`config.mk`:
```
export PLATFORM = sky130hd
export DESIGN_NAME = parking_lane_sequencer
export DESIGN_NICKNAME = d
export VERILOG_FILES = /design/src/rtl/parking_lane_sequencer.sv
export SDC_FILE = /design/constraint.sdc
export NUM_CORES = 1
export LEC_CHECK = 0
export CAP_MARGIN = 20
export CORE_MARGIN = 1.5
export CORE_UTILIZATION = 25
export CTS_BUF_LIST = sky130_fd_sc_hd__clkbuf_2 sky130_fd_sc_hd__clkbuf_4 sky130_fd_sc_hd__clkbuf_8
export DETAILED_ROUTE_END_ITERATION = 10
export MAX_ROUTING_LAYER = met4
export SYNTH_ARGS = -nofsm -noshare
export SYNTH_HDL_FRONTEND = slang
export SYNTH_SLANG_ARGS = --single-unit
```
`constraint.sdc`:
```
create_clock -name clk -period 2.3 [get_ports clk]
set_input_delay 0.345 -clock clk [delete_from_list [all_inputs] [get_ports clk]]
set_output_delay 0.345 -clock clk [all_outputs]
set_load 0.005 [all_outputs]
```
`src/rtl/parking_lane_sequencer.sv`:
```
// parking_lane_sequencer: lane sensor conditioning, entry/exit event issue and gate sequencing; define PARKING_SEQ_TIMEOUT_EN for the GATE_OPEN timeout fault
module parking_lane_sequencer #(
  parameter int DEBOUNCE_CYCLES     = 4,
  parameter int GATE_HOLD_CYCLES    = 16,
  parameter int GATE_TIMEOUT_CYCLES = 64,
  parameter int CNT_W               = 8
) (
  input  logic       clk,
  input  logic       reset_n,
  input  logic       entry_req_raw,
  input  logic       exit_req_raw,
  input  logic [1:0] exit_slot_raw,
  input  logic       gate_pass_raw,
  input  logic       door_open,
  input  logic       full_light,
  input  logic [3:0] best_slot,
  output logic       entry_sensor,
  output logic       exit_sensor,
  output logic [1:0] exit_location,
  output logic       gate_cmd,
  output logic [3:0] assigned_slot,
  output logic       deny,
  output logic       busy,
  output logic       gate_fault
);
  typedef enum logic [1:0] {IDLE, ENTRY_ISSUE, GATE_OPEN, GATE_HOLD} state_t;
  localparam logic [CNT_W-1:0] DB_LAST   = CNT_W'(DEBOUNCE_CYCLES - 1);
  localparam logic [CNT_W-1:0] HOLD_LOAD = CNT_W'(GATE_HOLD_CYCLES - 1);
  localparam logic [CNT_W-1:0] TO_LOAD   = CNT_W'(GATE_TIMEOUT_CYCLES - 1);
  // bit 0 entry loop, bit 1 exit loop, bit 2 pass beam
  logic [2:0] raw, s1_q, s2_q, lvl_q, lvl_d, rise_q, rise_d;
  logic [CNT_W-1:0] db_cnt_q [3];
  logic [CNT_W-1:0] db_cnt_d [3];
  logic [1:0] slot_s1_q, slot_s2_q, slot_q, slot_d;
  logic entry_pend_q, entry_pend_d, exit_pend_q, exit_pend_d;
  logic exit_sensor_q, exit_sensor_d, deny_q, deny_d, gate_fault_q, gate_fault_d;
  logic [3:0] assigned_q, assigned_d;
  logic [CNT_W-1:0] gate_cnt_q, gate_cnt_d;
  state_t state_q, state_d;
  logic entry_rise, exit_rise, pass_rise;
  assign raw = {gate_pass_raw, exit_req_raw, entry_req_raw};
  assign entry_rise = rise_q[0];
  assign exit_rise = rise_q[1];
  assign pass_rise = rise_q[2];
  // Debounce: accept a new level after DEBOUNCE_CYCLES consecutive differing samples
  always_comb begin
    lvl_d = lvl_q;
    for (int i = 0; i < 3; i++) begin
      db_cnt_d[i] = '0;
      if (s2_q[i] != lvl_q[i]) begin
        if (db_cnt_q[i] == DB_LAST) lvl_d[i] = s2_q[i];
        else db_cnt_d[i] = db_cnt_q[i] + 1'b1;
      end
    end
    rise_d = lvl_d & ~lvl_q;
  end
  // Pending flags, exit issuer and main lane FSM; exit pending blocks the IDLE launch so the two events never collide
  always_comb begin
    state_d = state_q;
    entry_pend_d = entry_pend_q | entry_rise;
    exit_pend_d = exit_pend_q ? 1'b0 : exit_rise;
    slot_d = (!exit_pend_q && exit_rise) ? slot_s2_q : slot_q;
    exit_sensor_d = exit_pend_q;
    deny_d = 1'b0;
    assigned_d = assigned_q;
    gate_cnt_d = gate_cnt_q;
    gate_fault_d = gate_fault_q;
    case (state_q)
      IDLE: begin
        if (entry_pend_q && !exit_pend_q) begin
          if (full_light) begin
            deny_d = 1'b1;
            entry_pend_d = 1'b0;
          end else state_d = ENTRY_ISSUE;
        end
      end
      ENTRY_ISSUE: begin
        entry_pend_d = 1'b0;
        state_d = door_open ? GATE_OPEN : IDLE;
        deny_d = !door_open;
        assigned_d = door_open ? best_slot : assigned_q;
        gate_cnt_d = TO_LOAD;
      end
      GATE_OPEN: begin
        if (pass_rise) begin
          state_d = GATE_HOLD;
          gate_cnt_d = HOLD_LOAD;
        end
`ifdef PARKING_SEQ_TIMEOUT_EN
        else if (gate_cnt_q == '0) begin
          state_d = IDLE;
          gate_fault_d = 1'b1;
        end else gate_cnt_d = gate_cnt_q - 1'b1;
`endif
      end
      GATE_HOLD: begin
        if (pass_rise) gate_cnt_d = HOLD_LOAD;
        else if (gate_cnt_q == '0) state_d = IDLE;
        else gate_cnt_d = gate_cnt_q - 1'b1;
      end
      default: state_d = IDLE;
    endcase
  end
  // State register with synchronous active-low reset
  always_ff @(posedge clk) begin
    if (!reset_n) begin
      s1_q <= '0;
      s2_q <= '0;
      lvl_q <= '0;
      rise_q <= '0;
      db_cnt_q <= '{default: '0};
      slot_s1_q <= '0;
      slot_s2_q <= '0;
      slot_q <= '0;
      entry_pend_q <= 1'b0;
      exit_pend_q <= 1'b0;
      exit_sensor_q <= 1'b0;
      deny_q <= 1'b0;
      assigned_q <= '0;
      gate_cnt_q <= '0;
      gate_fault_q <= 1'b0;
      state_q <= IDLE;
    end else begin
      s1_q <= raw;
      s2_q <= s1_q;
      lvl_q <= lvl_d;
      rise_q <= rise_d;
      db_cnt_q <= db_cnt_d;
      slot_s1_q <= exit_slot_raw;
      slot_s2_q <= slot_s1_q;
      slot_q <= slot_d;
      entry_pend_q <= entry_pend_d;
      exit_pend_q <= exit_pend_d;
      exit_sensor_q <= exit_sensor_d;
      deny_q <= deny_d;
      assigned_q <= assigned_d;
      gate_cnt_q <= gate_cnt_d;
      gate_fault_q <= gate_fault_d;
      state_q <= state_d;
    end
  end
  assign entry_sensor = state_q == ENTRY_ISSUE;
  assign exit_sensor = exit_sensor_q;
  assign exit_location = exit_sensor_q ? slot_q : 2'b00;
  assign gate_cmd = state_q == GATE_OPEN || state_q == GATE_HOLD;
  assign assigned_slot = assigned_q;
  assign deny = deny_q;
  assign busy = state_q != IDLE;
  assign gate_fault = gate_fault_q;
endmodule

```
== After elaboration in Yosys (flattened, before gate mapping) ==
Index checks and enable logic that the tools add are counted.
W data, S select, Z words.

* $add $sub $neg: 4
* Equal/unequal tests: 15
* Multiplexer cells: 24
* Bitwise gates (word level): 7
* Reductions and logical operators: 16

{| class="wikitable"
|+ Operators by type and width
! operator !! number
|-
| $add A8 B1 Y8 const B || 3
|-
| $eq A8 B2 Y1 const B || 3
|-
| $mux W8 || 3
|-
| $pmux W8 S3 || 1
|-
| $mux W2 || 7
|-
| $mux W1 || 10
|-
| $ne A2 B2 Y1 const B || 5
|-
| $reduce_or A3 Y1 || 3
|-
| $logic_not A8 Y1 || 1
|-
| $pmux W2 S4 || 1
|-
| $sub A8 B1 Y8 const B || 1
|-
| $reduce_and A5 Y1 || 1
|-
| $eq A2 B2 Y1 const B || 2
|-
| $not A1 Y1 || 4
|-
| $pmux W1 S2 || 2
|-
| $and A3 B3 Y3 || 1
|-
| $ne A1 B1 Y1 || 3
|-
| $ne A3 B3 Y1 const B || 1
|-
| $not A3 Y3 || 1
|-
| $reduce_and A3 Y1 || 1
|-
| $reduce_bool A3 Y1 || 1
|-
| $eq A2 B1 Y1 const B || 1
|-
| $logic_and A1 B1 Y1 || 2
|-
| $logic_not A1 Y1 || 2
|-
| 6 further kinds || 6
|}

* Register bits after elaboration: 60
* Bits of input ports: 13
* Output and inout bits: 12
* Logic and storage cells: 83

== Logic depth before layout (Yosys ltp) ==
* Word-level depth: 4
* Depth in mapped cells: 6
* Mapped depth without buffers: 6

== Worst setup path after synthesis ==
OpenSTA, ideal clock, no wires.

* Path type: register to register
* From: register gate_cnt_q[0]
* To: register gate_cnt_q[4]
* Setup time: 117 ps
* Arrival: 1623 ps
* Required time: 2183 ps
* Slack: 559 ps
* Cell stages (with the launch flop): 7
* Path buffers: 0
* Clock period less this slack: 1741 ps
* Path through: dfxtp_1 > inv_1 > ha_1 > or4b_4 > nor3_1 > o41ai_1 > a32o_1

* Word-level cells in the longest chain between the ends: 4
* Elaborated cells on any way between the ends: 7
* Those cells by class: add/sub (1); eq/ne (1); mux (3); reduce/logical (2)

{| class="wikitable"
|+ RTL lines
! element !! RTL line !! RTL
|-
| start, declared || 38 || <nowiki>logic [CNT_W-1:0] gate_cnt_q, gate_cnt_d;</nowiki>
|-
| start signal, assigned || 137 || <nowiki>gate_cnt_q <= gate_cnt_d;</nowiki>
|-
| $sub A8 B1 Y8 || 99 || <nowiki>else gate_cnt_d = gate_cnt_q - 1'b1;</nowiki>
|-
| $mux W8 || 98 || <nowiki>else if (gate_cnt_q == '0) state_d = IDLE;</nowiki>
|-
| $mux W8 || 97 || <nowiki>if (pass_rise) gate_cnt_d = HOLD_LOAD;</nowiki>
|-
| $pmux W8 S3 || 68 || <nowiki>case (state_q)</nowiki>
|}

Parallel ways exist; a longest one is shown, timed or not. The select of a mux whose other input is x is not followed.
A chain may end at the register's enable or synchronous reset.

== Worst setup path in the final report ==
* From: register state_q[0]
* To: output port busy

* Word-level cells in the longest chain between the ends: 1

{| class="wikitable"
|+ RTL lines
! element !! RTL line !! RTL
|-
| start, declared || 39 || <nowiki>state_t state_q, state_d;</nowiki>
|-
| start signal, assigned || 139 || <nowiki>state_q <= state_d;</nowiki>
|-
| $reduce_bool A2 Y1 || 148 || <nowiki>assign busy = state_q != IDLE;</nowiki>
|-
| end, declared || 23 || <nowiki>output logic busy,</nowiki>
|}

Every way passes these cells.

==> report_table.html <==
<table>
<tr><th>Metric</th><th>Value</th></tr>
<tr><th colspan="2">Run status</th></tr>
<tr><td>Outcome</td><td>completed</td></tr>
<tr><th colspan="2">Routing</th></tr>
<tr><td>Average wire length per cell after detail routing</td><td>10.8 µm</td></tr>
<tr><td>DRT Wirelength</td><td>4.62 mm</td></tr>
<tr><td>Via count</td><td>1895</td></tr>
<tr><td>Antenna-violating nets left</td><td>0</td></tr>
<tr><td>Vias per cell</td><td>4.45</td></tr>
<tr><td>First-pass iteration count of the detailed router</td><td>4</td></tr>
<tr><td>Post-route DRC</td><td>0</td></tr>
<tr><td>Violation count after the first detailed-route iteration</td><td>60</td></tr>
<tr><th colspan="2">Final layout</th></tr>
<tr><td>Area taken by flip-flops and latches</td><td>1200 µm²</td></tr>
<tr><td>Most frequent cells in the layout</td><td>sky130_fd_sc_hd__dfxtp_1, sky130_fd_sc_hd__nor2_1, sky130_fd_sc_hd__clkdlybuf4s50_1</td></tr>
<tr><td>Footprint of the multi-input gates</td><td>1150 µm²</td></tr>
<tr><td>Filler cells</td><td>980</td></tr>
<tr><td>Number of inserted diodes</td><td>0</td></tr>
<tr><td>Number of nets in the layout</td><td>310</td></tr>
<tr><td>Layout area overhead</td><td>23.9%</td></tr>
<tr><td>Layout cell share with drive strength beyond 1</td><td>0.0943</td></tr>
<tr><td>Non-filler cells in the finished layout</td><td>426</td></tr>
<tr><td>Most frequent standard cell in the layout excluding fill and tap cells</td><td>sky130_fd_sc_hd__dfxtp_1</td></tr>
<tr><td>Post-Route Utilization</td><td>0.322</td></tr>
<tr><th colspan="2">Synth</th></tr>
<tr><td>Flip-flop and latch count after synthesis</td><td>60</td></tr>
<tr><td>Compound-gate portion of the synthesized area</td><td>0.0934</td></tr>
<tr><td>Post-synthesis share of cell area spent on full adders, half adders and majority gates</td><td>0.0258</td></tr>
<tr><td>Leading post-synthesis cells by cell area</td><td>sky130_fd_sc_hd__dfxtp_1, sky130_fd_sc_hd__xor2_1, sky130_fd_sc_hd__nor2_1</td></tr>
<tr><td>Post-synthesis sequential area ratio</td><td>0.496</td></tr>
<tr><td>Post-Syn Area per Cell</td><td>9.22 µm²</td></tr>
<tr><td>Net Count, Synth</td><td>281</td></tr>
<tr><td>Area fraction in and, or, nand and nor cells after synthesis</td><td>0.260</td></tr>
<tr><td>Share of the synthesized area in the top cell type</td><td>0.496</td></tr>
<tr><td>Number of synthesized flops with an enable pin</td><td>0</td></tr>
<tr><td>Multiplexer share of the synthesized area</td><td>0.0165</td></tr>
<tr><td>Total of warnings raised by yosys</td><td>0</td></tr>
<tr><td>Cell taking the most area after synthesis</td><td>sky130_fd_sc_hd__dfxtp_1</td></tr>
<tr><td>Most used flip-flop cell after synthesis</td><td>sky130_fd_sc_hd__dfxtp_1</td></tr>
<tr><td>XOR/XNOR Fraction of Synth Area</td><td>0.0759</td></tr>
<tr><td>Dominant combinational cell family by area after synthesis</td><td>simple AND/OR/NAND/NOR gates</td></tr>
<tr><td>Cells after Synth</td><td>263</td></tr>
<tr><td>Post-synth cell types</td><td>43</td></tr>
<tr><td>Area of the mapped netlist</td><td>2420 µm²</td></tr>
<tr><td>Synth async-reset ratio</td><td>0</td></tr>
<tr><th colspan="2">Floorplan</th></tr>
<tr><td>Floorplan die area</td><td>10300 µm²</td></tr>
<tr><td>Width of the die</td><td>101 µm</td></tr>
<tr><td>Standard cell core area</td><td>9330 µm²</td></tr>
<tr><td>Initial cell density of the core</td><td>0.260</td></tr>
<tr><td>Std-Cell Rows</td><td>35</td></tr>
<tr><td>Chip Height</td><td>101 µm</td></tr>
<tr><td>Number of placed I/O pins</td><td>25</td></tr>
<tr><th colspan="2">Power</th></tr>
<tr><td>Static Leakage</td><td>1.07 nW</td></tr>
<tr><td>Power Density</td><td>684 nW/µm²</td></tr>
<tr><td>IR drop worst, VDD</td><td>0.255 mV</td></tr>
<tr><th colspan="2">Worst setup path</th></tr>
<tr><td>CP bufs+invs</td><td>2</td></tr>
<tr><td>Endpoint kind of the worst setup timing path</td><td>output port</td></tr>
<tr><td>Largest stage delay on the critical path</td><td>0.56 ns</td></tr>
<tr><td>Type of element launching the critical path</td><td>flop</td></tr>
<tr><td>Critical Path, Cell by Cell</td><td>inv_1 &gt; nand2_1 &gt; clkdlybuf4s50_1</td></tr>
<tr><td>Maximum fanout encountered on the critical timing path</td><td>10</td></tr>
<tr><td>Gate family responsible for the most delay along the worst path</td><td>buffers and inverters</td></tr>
<tr><td>Critical-path cell with the highest stage delay</td><td>sky130_fd_sc_hd__dfxtp_1</td></tr>
<tr><td>Data required time at the worst endpoint</td><td>1.96 ns</td></tr>
<tr><td>Critical path start-end classification</td><td>flop to output port</td></tr>
<tr><td>Critical Path AT</td><td>1.76 ns</td></tr>
<tr><th colspan="2">Clock network</th></tr>
<tr><td>Insertion delay to the later sink of the worst-skew pair</td><td>0.34 ns</td></tr>
<tr><td>Post-cts hold buffer count</td><td>0</td></tr>
<tr><td>Clock Tree Buf Depth</td><td>2</td></tr>
<tr><td>Clock slew at reported path FFs</td><td>0.07 ns</td></tr>
<tr><td>Number of clock sinks</td><td>60</td></tr>
<tr><td>TritonCTS clock tree</td><td>built</td></tr>
<tr><td># Post-CTS Setup Buffers</td><td>0</td></tr>
<tr><td>Resized Gates After CTS</td><td>0</td></tr>
<tr><td>H-Tree Level Count</td><td>3</td></tr>
<tr><td>Buffer cell driving the clock tree root</td><td>sky130_fd_sc_hd__clkbuf_8</td></tr>
<tr><td>TritonCTS Buffers</td><td>9</td></tr>
<tr><th colspan="2">Timing</th></tr>
<tr><td>Count of endpoints failing setup in the final report</td><td>0</td></tr>
<tr><td>Time the worst path needs with I/O delays and setup</td><td>2.10 ns</td></tr>
<tr><td>Final worst slack</td><td>0.196 ns</td></tr>
<tr><td>Total Neg Setup Slack</td><td>0 ns</td></tr>
<tr><td>Unrepaired setup endpoints after global routing</td><td>no</td></tr>
<tr><td>Final worst path period share</td><td>0.915</td></tr>
<tr><td>Number of endpoints with negative hold slack in the final report</td><td>0</td></tr>
<tr><td>Max Slew Vio Count</td><td>0</td></tr>
<tr><td>Max Clk Rate</td><td>475 MHz</td></tr>
<tr><td>Clock skew</td><td>0.00834 ns</td></tr>
<tr><th colspan="2">Placement</th></tr>
<tr><td>Setup slack after placement</td><td>0.396 ns</td></tr>
<tr><td>Post-DP HPWL</td><td>3.19 mm</td></tr>
<tr><td>Global placer's final weighted congestion</td><td>0.873</td></tr>
<tr><td>Number of buffers added on ports</td><td>23</td></tr>
<tr><td># placed instances</td><td>410</td></tr>
<tr><th colspan="2">Min path</th></tr>
<tr><td>Type of the tightest min-delay check</td><td>flop to flop</td></tr>
<tr><th colspan="2">Global route</th></tr>
<tr><td>Global-route usage over all layers</td><td>0.103</td></tr>
<tr><td>Via count of the first global-routing pass</td><td>1897</td></tr>
<tr><td>Initial antenna violation count</td><td>0</td></tr>
<tr><td>First-pass GRT wire length</td><td>8.08 mm</td></tr>
<tr><td>Maximum number of pins on one net before global-route repair</td><td>16</td></tr>
<tr><td>Total global routing overflow</td><td>0</td></tr>
<tr><th colspan="2">Run</th></tr>
<tr><td>Maximum Capacitance Violations</td><td>0</td></tr>
</table>
-- worst register-to-register path, stage by stage (launching register included) --
cell	delay [ns]
sky130_fd_sc_hd__dfxtp_1	0.34
sky130_fd_sc_hd__inv_1	0.11
sky130_fd_sc_hd__ha_1	0.18
sky130_fd_sc_hd__or4b_4	0.50
sky130_fd_sc_hd__o31ai_4	0.33
sky130_fd_sc_hd__nor2_1	0.11
sky130_fd_sc_hd__a311oi_1	0.26
-- where the power goes --
part           switching [W]   total, W  internal, W
combinational      0.0000225  0.0000497    0.0000271
sequential        0.00000486    0.00105      0.00105
clock               0.000422   0.000949     0.000527
-- sequential cells by signal, summed over array words and instances (netlist names), 2 cells and up, named ones only --
register	cells
rise_q	3
slot_s1_q	2
slot_s2_q	2
s2_q	3
lvl_q	3
s1_q	3
assigned_slot	4
gate_cnt_q	8
slot_q	2
db_cnt_q	24
-- final cells by class --
| class | instances | area share |
|---|---|---|
| Multi-Input combinational cell | 185 | 0.382 |
| Timing Repair Buffer | 26 | 0.0842 |
| Clock buffer | 10 | 0.0459 |
| Tap cell | 129 | 0.0538 |
| Clock inverter | 6 | 0.0213 |
| Sequential cell | 60 | 0.400 |
| Inverter | 10 | 0.0125 |
-- synthesized netlist by cell type, types with 4 or more instances --
cell type,count
sky130_fd_sc_hd__inv_1,10
sky130_fd_sc_hd__clkbuf_1,4
sky130_fd_sc_hd__and2_1,14
sky130_fd_sc_hd__xnor2_1,5
sky130_fd_sc_hd__mux2i_1,4
sky130_fd_sc_hd__dfxtp_1,60
sky130_fd_sc_hd__nor2b_1,4
sky130_fd_sc_hd__nor2_1,31
sky130_fd_sc_hd__ha_1,5
sky130_fd_sc_hd__and3_1,5
sky130_fd_sc_hd__xor2_1,16
sky130_fd_sc_hd__nor3_1,8
sky130_fd_sc_hd__nand2_1,22
sky130_fd_sc_hd__nand3_1,22
sky130_fd_sc_hd__o21ai_0,4
sky130_fd_sc_hd__a21oi_1,12
-- final timing paths --
kind	startpoint	end	slack, ns	cells past startpoint
worst max-delay path	state_q[0]$_SDFFE_PN0P_	busy	0.20	3
worst min-delay path	s1_q[2]$_SDFF_PN0_	s2_q[2]$_SDFF_PN0_	0.43	1
worst max register to register	gate_cnt_q[0]$_SDFFE_PN0P_	gate_cnt_q[1]$_SDFFE_PN0P_	0.38	6
worst min register to register	s1_q[2]$_SDFF_PN0_	s2_q[2]$_SDFF_PN0_	0.43	1
-- per-stage QoR --
stage | cell area, µm² | power (W) | hold slack, ns
2_1_floorplan | 2420 | 0.00110 | 0.412
3_3_place_gp | 2800 | 0.00113 | 0.419
3_5_place_dp | 2800 | 0.00113 | 0.417
4_1_cts | 3000 | 0.00208 | 0.432
5_1_grt | 3000 | 0.00213 | 0.452
6_report | 3000 | 0.00205 | 0.433
-- per-layer routing --
layer	global-route usage	up-vias	wire length, µm
met4	0.0534	0	118
li1	-	957	-
met3	0.0400	13	228
met1	0.112	887	2190
met2	0.164	38	2080
met5	-	-	0
-- kinds of logic after synthesis --
kind of cell    count (synthesis)
xor+xnor                       21
buf+inv                        18
mux                             4
other cells                     1
compound gates                 31
simple gates                  123
flops                          60
fa+ha+maj                       5
No activity file was read; power rests on OpenSTA's default activity.
